**src/rtl/uart_pkg.sv**
```systemverilog
// Shared UART definitions: frame state encoding, default oversampling and parity helper.
package uart_pkg;

    typedef enum logic [2:0] {
        ST_IDLE   = 3'd0,
        ST_START  = 3'd1,
        ST_DATA   = 3'd2,
        ST_PARITY = 3'd3,
        ST_STOP   = 3'd4
    } uart_state_t;

    localparam int UART_OVERSAMPLE = 16;

    // Even parity over up to eight data bits; narrower words are zero-extended by the caller.
    function automatic logic even_parity(input logic [7:0] data);
        return ^data;
    endfunction

endpackage

```
**src/rtl/uart_rx_sync.sv**
```systemverilog
// Brings the asynchronous RX line into the Clk domain and flags a 1->0 start edge.
module uart_rx_sync (
    input  logic Clk,
    input  logic Rst,
    input  logic Clear,
    input  logic RX,
    output logic rx_s,
    output logic start_edge
);

    logic meta_r;
    logic sync_r;
    logic rx_d_r;

    // Two-flop synchroniser followed by a delayed copy for edge detection; idles high.
    always_ff @(posedge Clk) begin
        if (Rst || Clear) begin
            meta_r <= 1'b1;
            sync_r <= 1'b1;
            rx_d_r <= 1'b1;
        end else begin
            meta_r <= RX;
            sync_r <= meta_r;
            rx_d_r <= sync_r;
        end
    end

    assign rx_s       = sync_r;
    assign start_edge = rx_d_r & ~sync_r;

endmodule

```
**src/rtl/uart_rx.sv**
```systemverilog
// UART receiver: oversampled start/data/parity/stop recovery with registered word and error strobes.
module uart_rx
    import uart_pkg::*;
#(
    parameter int OVERSAMPLE = UART_OVERSAMPLE,
    parameter int DATA_BITS  = 8,
    parameter int PARITY_EN  = 1
) (
    input  logic                 Clk,
    input  logic                 Rst,
    input  logic                 Clear,
    input  logic                 RX,
    output logic [DATA_BITS-1:0] OutData,
    output logic                 DataValid,
    output logic                 ParityErr,
    output logic                 FrameErr,
    output logic                 Busy
);

    localparam int                OS_W     = $clog2(OVERSAMPLE);
    localparam logic [OS_W-1:0]   SAMP_PT  = OS_W'(OVERSAMPLE / 2 - 1);
    localparam logic [OS_W-1:0]   BEND_PT  = OS_W'(OVERSAMPLE - 1);
    localparam logic [OS_W-1:0]   OS_ONE   = OS_W'(1);
    localparam logic [2:0]        LAST_BIT = 3'(DATA_BITS - 1);

    uart_state_t            state_r;
    logic [OS_W-1:0]        os_cnt_r;
    logic [2:0]             bit_cnt_r;
    logic [DATA_BITS-1:0]   sr_r;
    logic                   par_r;
    logic [DATA_BITS-1:0]   out_data_r;
    logic                   dv_r;
    logic                   perr_r;
    logic                   ferr_r;
    logic                   busy_r;

    logic                   rx_s;
    logic                   start_edge_s;
    logic                   samp_s;
    logic                   bend_s;

    uart_rx_sync u_sync (
        .Clk        (Clk),
        .Rst        (Rst),
        .Clear      (Clear),
        .RX         (RX),
        .rx_s       (rx_s),
        .start_edge (start_edge_s)
    );

    assign samp_s = (os_cnt_r == SAMP_PT);
    assign bend_s = (os_cnt_r == BEND_PT);

    // Frame FSM with bit timing, shift register and registered result strobes.
    always_ff @(posedge Clk) begin
        if (Rst || Clear) begin
            state_r    <= ST_IDLE;
            os_cnt_r   <= '0;
            bit_cnt_r  <= 3'd0;
            sr_r       <= '0;
            par_r      <= 1'b0;
            out_data_r <= '0;
            dv_r       <= 1'b0;
            perr_r     <= 1'b0;
            ferr_r     <= 1'b0;
            busy_r     <= 1'b0;
        end else begin
            dv_r   <= 1'b0;
            perr_r <= 1'b0;
            ferr_r <= 1'b0;
            if (state_r != ST_IDLE) begin
                os_cnt_r <= os_cnt_r + OS_ONE;
            end
            case (state_r)
                ST_IDLE: begin
                    if (start_edge_s) begin
                        state_r  <= ST_START;
                        os_cnt_r <= '0;
                        busy_r   <= 1'b1;
                    end
                end
                ST_START: begin
                    // A line that is high again mid start bit was only a glitch.
                    if (samp_s && rx_s) begin
                        state_r <= ST_IDLE;
                        busy_r  <= 1'b0;
                    end else if (bend_s) begin
                        state_r   <= ST_DATA;
                        bit_cnt_r <= 3'd0;
                    end
                end
                ST_DATA: begin
                    if (samp_s) begin
                        sr_r <= {rx_s, sr_r[DATA_BITS-1:1]};
                    end
                    if (bend_s) begin
                        bit_cnt_r <= bit_cnt_r + 3'd1;
                        if (bit_cnt_r == LAST_BIT) begin
                            state_r <= (PARITY_EN != 0) ? ST_PARITY : ST_STOP;
                        end
                    end
                end
                ST_PARITY: begin
                    if (samp_s) begin
                        par_r <= rx_s;
                    end
                    if (bend_s) begin
                        state_r <= ST_STOP;
                    end
                end
                ST_STOP: begin
                    // Leave at mid stop bit so a back-to-back start edge from a fast sender is caught.
                    if (samp_s) begin
                        state_r    <= ST_IDLE;
                        busy_r     <= 1'b0;
                        out_data_r <= sr_r;
                        dv_r       <= 1'b1;
                        ferr_r     <= ~rx_s;
                        perr_r     <= (PARITY_EN != 0) && (par_r != even_parity(8'(sr_r)));
                    end
                end
                default: begin
                    state_r <= ST_IDLE;
                    busy_r  <= 1'b0;
                end
            endcase
        end
    end

    assign OutData   = out_data_r;
    assign DataValid = dv_r;
    assign ParityErr = perr_r;
    assign FrameErr  = ferr_r;
    assign Busy      = busy_r;

endmodule

```
**config.mk**
```make
export PLATFORM = sky130hd
export DESIGN_NAME = uart_rx
export DESIGN_NICKNAME = d
export VERILOG_FILES = /design/src/rtl/uart_pkg.sv /design/src/rtl/uart_rx_sync.sv /design/src/rtl/uart_rx.sv
export SDC_FILE = /design/constraint.sdc
export NUM_CORES = 1
export LEC_CHECK = 0
export CORE_MARGIN = 4
export CORE_UTILIZATION = 55
export CTS_CLUSTER_SIZE = 8
export DETAILED_ROUTE_END_ITERATION = 8
export PLACE_DENSITY_LB_ADDON = 0.2
export SYNTH_ARGS = -nofsm -noshare
export SYNTH_HDL_FRONTEND = slang
export SYNTH_SLANG_ARGS = --single-unit
```
**constraint.sdc**
```tcl
create_clock -name Clk -period 2 [get_ports Clk]
set_clock_uncertainty 0.15 [all_clocks]
set_input_delay 0.4 -clock Clk [delete_from_list [all_inputs] [get_ports Clk]]
set_output_delay 0.4 -clock Clk [all_outputs]
set_load 0.01 [all_outputs]
```
### Yosys cells after proc, flatten, opt, wreduce, memory -nomap -nowiden

Index checks and enable logic that the tools add are counted.

* input port bits: 4
* bits in registers: 34
* logic and storage cells: 72
* output and inout bits: 12

* reduce and logical (&&, ||, !) cells: 15
* $add $sub $neg: 2
* mux-type cells: 20
* equal/unequal tests: 17
* bitwise logic cells: 5

Operator list (count)
* $mux 3: 10
* $ne 2x2->1 const B: 8
* $pmux 3 s5: 1
* $mux 4: 3
* $reduce_and 4->1: 2
* $reduce_xor 8->1: 1
* $eq 3x2->1 const B: 2
* $eq 3x3->1 const B: 2
* $pmux 3 s2: 1
* $reduce_and 2->1: 3
* $reduce_and 6->1: 1
* $add 4x1->4 const B: 1
* $eq 4x3->1 const B: 1
* $eq 4x4->1 const B: 1
* $mux 1: 4
* $not 1->1: 4
* $pmux 1 s4: 1
* $reduce_or 2->1: 2
* $add 3x1->3 const B: 1
* $eq 3x1->1 const B: 1
* $logic_not 3->1: 1
* $ne 3x3->1 const B: 1
* $reduce_bool 3->1: 1
* $reduce_or 3->1: 1
* other kinds (5): 5

### Longest topological paths before layout

* depth in word-level cells: 4
* mapped depth: 6

### Hierarchy

A second synthesis with hierarchy kept.

* cells, all modules: 159
* area, all modules: 1491.4 um^2

Modules (own cells, without submodules)
* uart_rx: area an instance 1406.3 um^2, seq. area each 620.6 um^2, times used 1, cells each 152
* uart_rx_sync: area an instance 85.1 um^2, seq. area each 60.1 um^2, times used 1, cells each 7

### Worst setup path before layout

Ideal clock, no wire load.

* kind: register -> register
* start point: register os_cnt_r[0]
* end point: register state_r[0]
* path buffers: 1
* data arrival time: 1.320 ns
* period minus slack after synthesis: 1.585 ns
* data required time: 1.735 ns
* stages on the path, launching flop included: 6
* setup slack: 0.415 ns
* cells stage by stage: dfxtp_1 -> ha_1 -> buf_2 -> and4b_1 -> o32ai_1 -> a2111oi_0

* word-level cells in the longest chain between the ends: 4
* elaborated cells between the ends (all ways): 10

Ends and longest elaborated chain
* from (decl): line uart_rx.sv:27 `logic [OS_W-1:0] os_cnt_r;`
* from (signal assigned): line uart_rx.sv:72 `os_cnt_r <= os_cnt_r + OS_ONE;`
* $eq 4x3->1: line uart_rx.sv:51 `assign samp_s = (os_cnt_r == SAMP_PT);`
* $logic_and 1x1->1: line uart_rx.sv:84 `if (samp_s && rx_s) begin`
* $ne 3x3->1 (no line) / $mux 3 (equally long branches)
* $reduce_and 6->1 (no line) / $pmux 3 s5 (equally long branches)
* to (signal assigned): line uart_rx.sv:99 `state_r <= (PARITY_EN != 0) ? ST_PARITY : ST_STOP;`
* to (decl): line uart_rx.sv:26 `uart_state_t state_r;`

Parallel ways exist; a longest one is shown, timed or not.
A chain may end at the register's enable or synchronous reset.

### Worst setup path in the final report

* start point: register out_data_r[6] (netlist: OutData[6])
* end point: output port OutData[6]

RTL lines
* from (decl): line uart_rx.sv:31 `logic [DATA_BITS-1:0] out_data_r;`
* from (signal assigned): line uart_rx.sv:116 `out_data_r <= sr_r;`
* to (decl): line uart_rx.sv:13 `output logic [DATA_BITS-1:0] OutData,`

No word-level cell between the ends.

==> results.md <==
- Outcome: finished clean
- First-pass GRT wire length: 5660 um
- Worst-Margin Slew: 0.482 ns
- Router iterations before antenna repair: 4
- Syn avg cell area: 8.79 um^2
- Antenna diodes: 0
- CP Buf/Inv Count: 1
- Die area: ~3800 um^2
- Area leader, netlist: dfxtp_1
- Io pins: 16
- Clock root cell: clkbuf_4
- Most common cell after layout, fill and taps aside: dfxtp_1
- ANT nets after route: 0
- Synthesized area: approximately 1600 um^2
- DP HPWL: 2340 um
- Total CTS buffers: 5
- Die width: 61.6 um
- Setup bufs post-CTS: 0
- Tot GR Track Use: 20.2%
- M1 GR Usage: 28.8%
- CP required: ~1.5 ns
- Cells after synthesis: 180
- Pin count of the biggest net entering global routing: 32
- Placement Setup Slack: 0.0331 ns
- Min Tclk post-route: 1.79 ns
- Slew HR: 67.8%
- Iter 0 DRT Violations: 46
- Total Power: 1.10 mW
- Starting density of the core: 57.4%
- Met2 usage: 29.4%
- Die H: 61.6 um
- Final worst slack: 0.212 ns
- EDFF count, synth: 0
- CP top delay family: buffers and inverters
- Number of port buffers: 15
- Syn nets: approximately 190
- Final WL: 3440 um
- Number of synthesized register bits: 34
- CP cell instances: clkdlybuf4s50_1
- Critical path class: reg -> out
- Fin. Hold Viols: 0
- Nets: 203
- Hold depth: 1
- Slew Limit Fails: 0
- Critical path's slowest cell: clkdlybuf4s50_1
- Final setup violating endpoints: 0
- H-tree depth: 2
- YS warnings: 0
- Routing usage on met3: 6.50%
- Via/cell ratio: 6.11
- Antenna violations before repair: 0
- Skew-Pair Late Insertion Delay: 0.33 ns
- Area growth syn-to-layout: 15.7%
- Clock Sinks: 34
- Share of cells above drive strength 1: 9.64%
- GPL Wtd Cong: 0.760
- Worst path max stage delay: 0.55 ns
- Fin crit share: roughly 89%
- Sequential area share after synthesis: between 40% and 50%
- Routed vias: between 1,000 and 1,500
- Most common flop cell mapped by yosys: dfxtp_1
- Worst VDD drop: 0.523 mV
- Critical path depth in cells: 1
- CP max FO: 2
- CP Capture Type: output port
- CTS tree: done
- Residual DRC count: 0
- Busiest grt layer: met2
- Yosys cell types: 43
- Reg clk slew, reported paths: 0.10 ns
- Clock buffer depth: 2
- Setup TNS: 0 ns
- Hold/Removal Path Class: reg -> reg
- RSZ-0062 raised after global routing: no
- Crit start category: register
- Post-cts sizing count: 0
- Vias in the first global route: 1,203
- PD cells: 603 nW/um^2
- Core ar.: 2760 um^2
- Hold_buf cts: 0
- Crit path DAT: ~1.2 ns
- Synth area leaders: dfxtp_1 43%, nand3_1 6.6%, o21ai_0 6.6%
- Global route total overflow: 0
- Final Hold Slack: 0.257 ns
- FP Rows: 19
- WL per Instance: 15.1 um
- Maxcap violations: 0
- Top-area cell type share of the netlist area: between 40% and 50%
- Most frequent cells in the layout: 34 x dfxtp_1, 21 x nand3_1, 21 x o21ai_0
- Fin util: 66.4%
- Reg2reg path depth: 4
- Highest Clock Rate: about 560 MHz
- Leakage: 0.622 nW
- FFs w/ async S/R, synth: 0%
logic make-up after synthesis:
logic type | synth area share [%]
simple gates | 23.9
fa+ha+maj | 2.37
mux | 0.632
compound gates | 19.6
flops | 43.0
xor+xnor | 5.61
buf+inv | 4.90
per-stage QoR:
step,std cells,area (um^2)
after floorplan,180,1580
after global placement,220,1770
after detailed placement,220,1770
after CTS,228,1830
after global routing,228,1830
final,228,1830
path summary, 6_finish.rpt:
path	start	end	slack [ns]
max reg2reg	os_cnt_r[0]	sr_r[6]	0.25
min reg2reg	u_sync.meta_r	u_sync.rx_s	0.26
max	OutData[6]	OutData[6]	0.21
min	u_sync.meta_r	u_sync.rx_s	0.26
power by group:
group / total, mW / switching, mW / internal (mW)
sequential: 0.680 / 0.00188 / 0.678
clock: 0.397 / 0.227 / 0.170
combinational: 0.0267 / 0.0150 / 0.0117
Yosys cell counts (2+ instances only):
library cell	count
xor2_1	2
a21oi_1	20
nor2b_1	2
or3_1	5
clkbuf_1	3
nor3_1	3
nand3_1	21
ha_1	3
nand4_1	2
xnor3_1	2
and4b_1	2
dfxtp_1	34
nor3b_1	2
nand4b_1	2
inv_1	2
nor2_1	5
nand2_1	7
a31oi_1	3
o21ai_0	21
buf_2	11
or2_0	2
nand2b_1	3
xnor2_1	3
metal layers:
| layer | up-vias | share of wire (%) |
|---|---|---|
| met1 | 663 | 47 |
| li1 | 695 | - |
| met5 | - | 0 |
| met2 | 30 | 47 |
| met3 | 4 | 4.4 |
| met4 | 0 | 0.76 |
state kept, by name, indices dropped and copies added, names as in the netlist:
name and count:
u_sync.rx_s 1, os_cnt_r 4, FrameErr 1, ParityErr 1, sr_r 8, state_r 3, u_sync.rx_d_r 1, par_r 1
Busy 1, DataValid 1, u_sync.meta_r 1, OutData 8, bit_cnt_r 3
area by class of cell:
| class | count | area, um^2 |
|---|---|---|
| inverter | 2 | 7.51 |
| sequential | 34 | 681 |
| fill | 233 | 926 |
| timing repair buffer | 24 | 218 |
| clock inverter | 1 | 5.00 |
| clock buffer | 7 | 55.1 |
| tap | 31 | 38.8 |
| multi-input combinational | 129 | 827 |
Power figures use the tool's default switching activity.
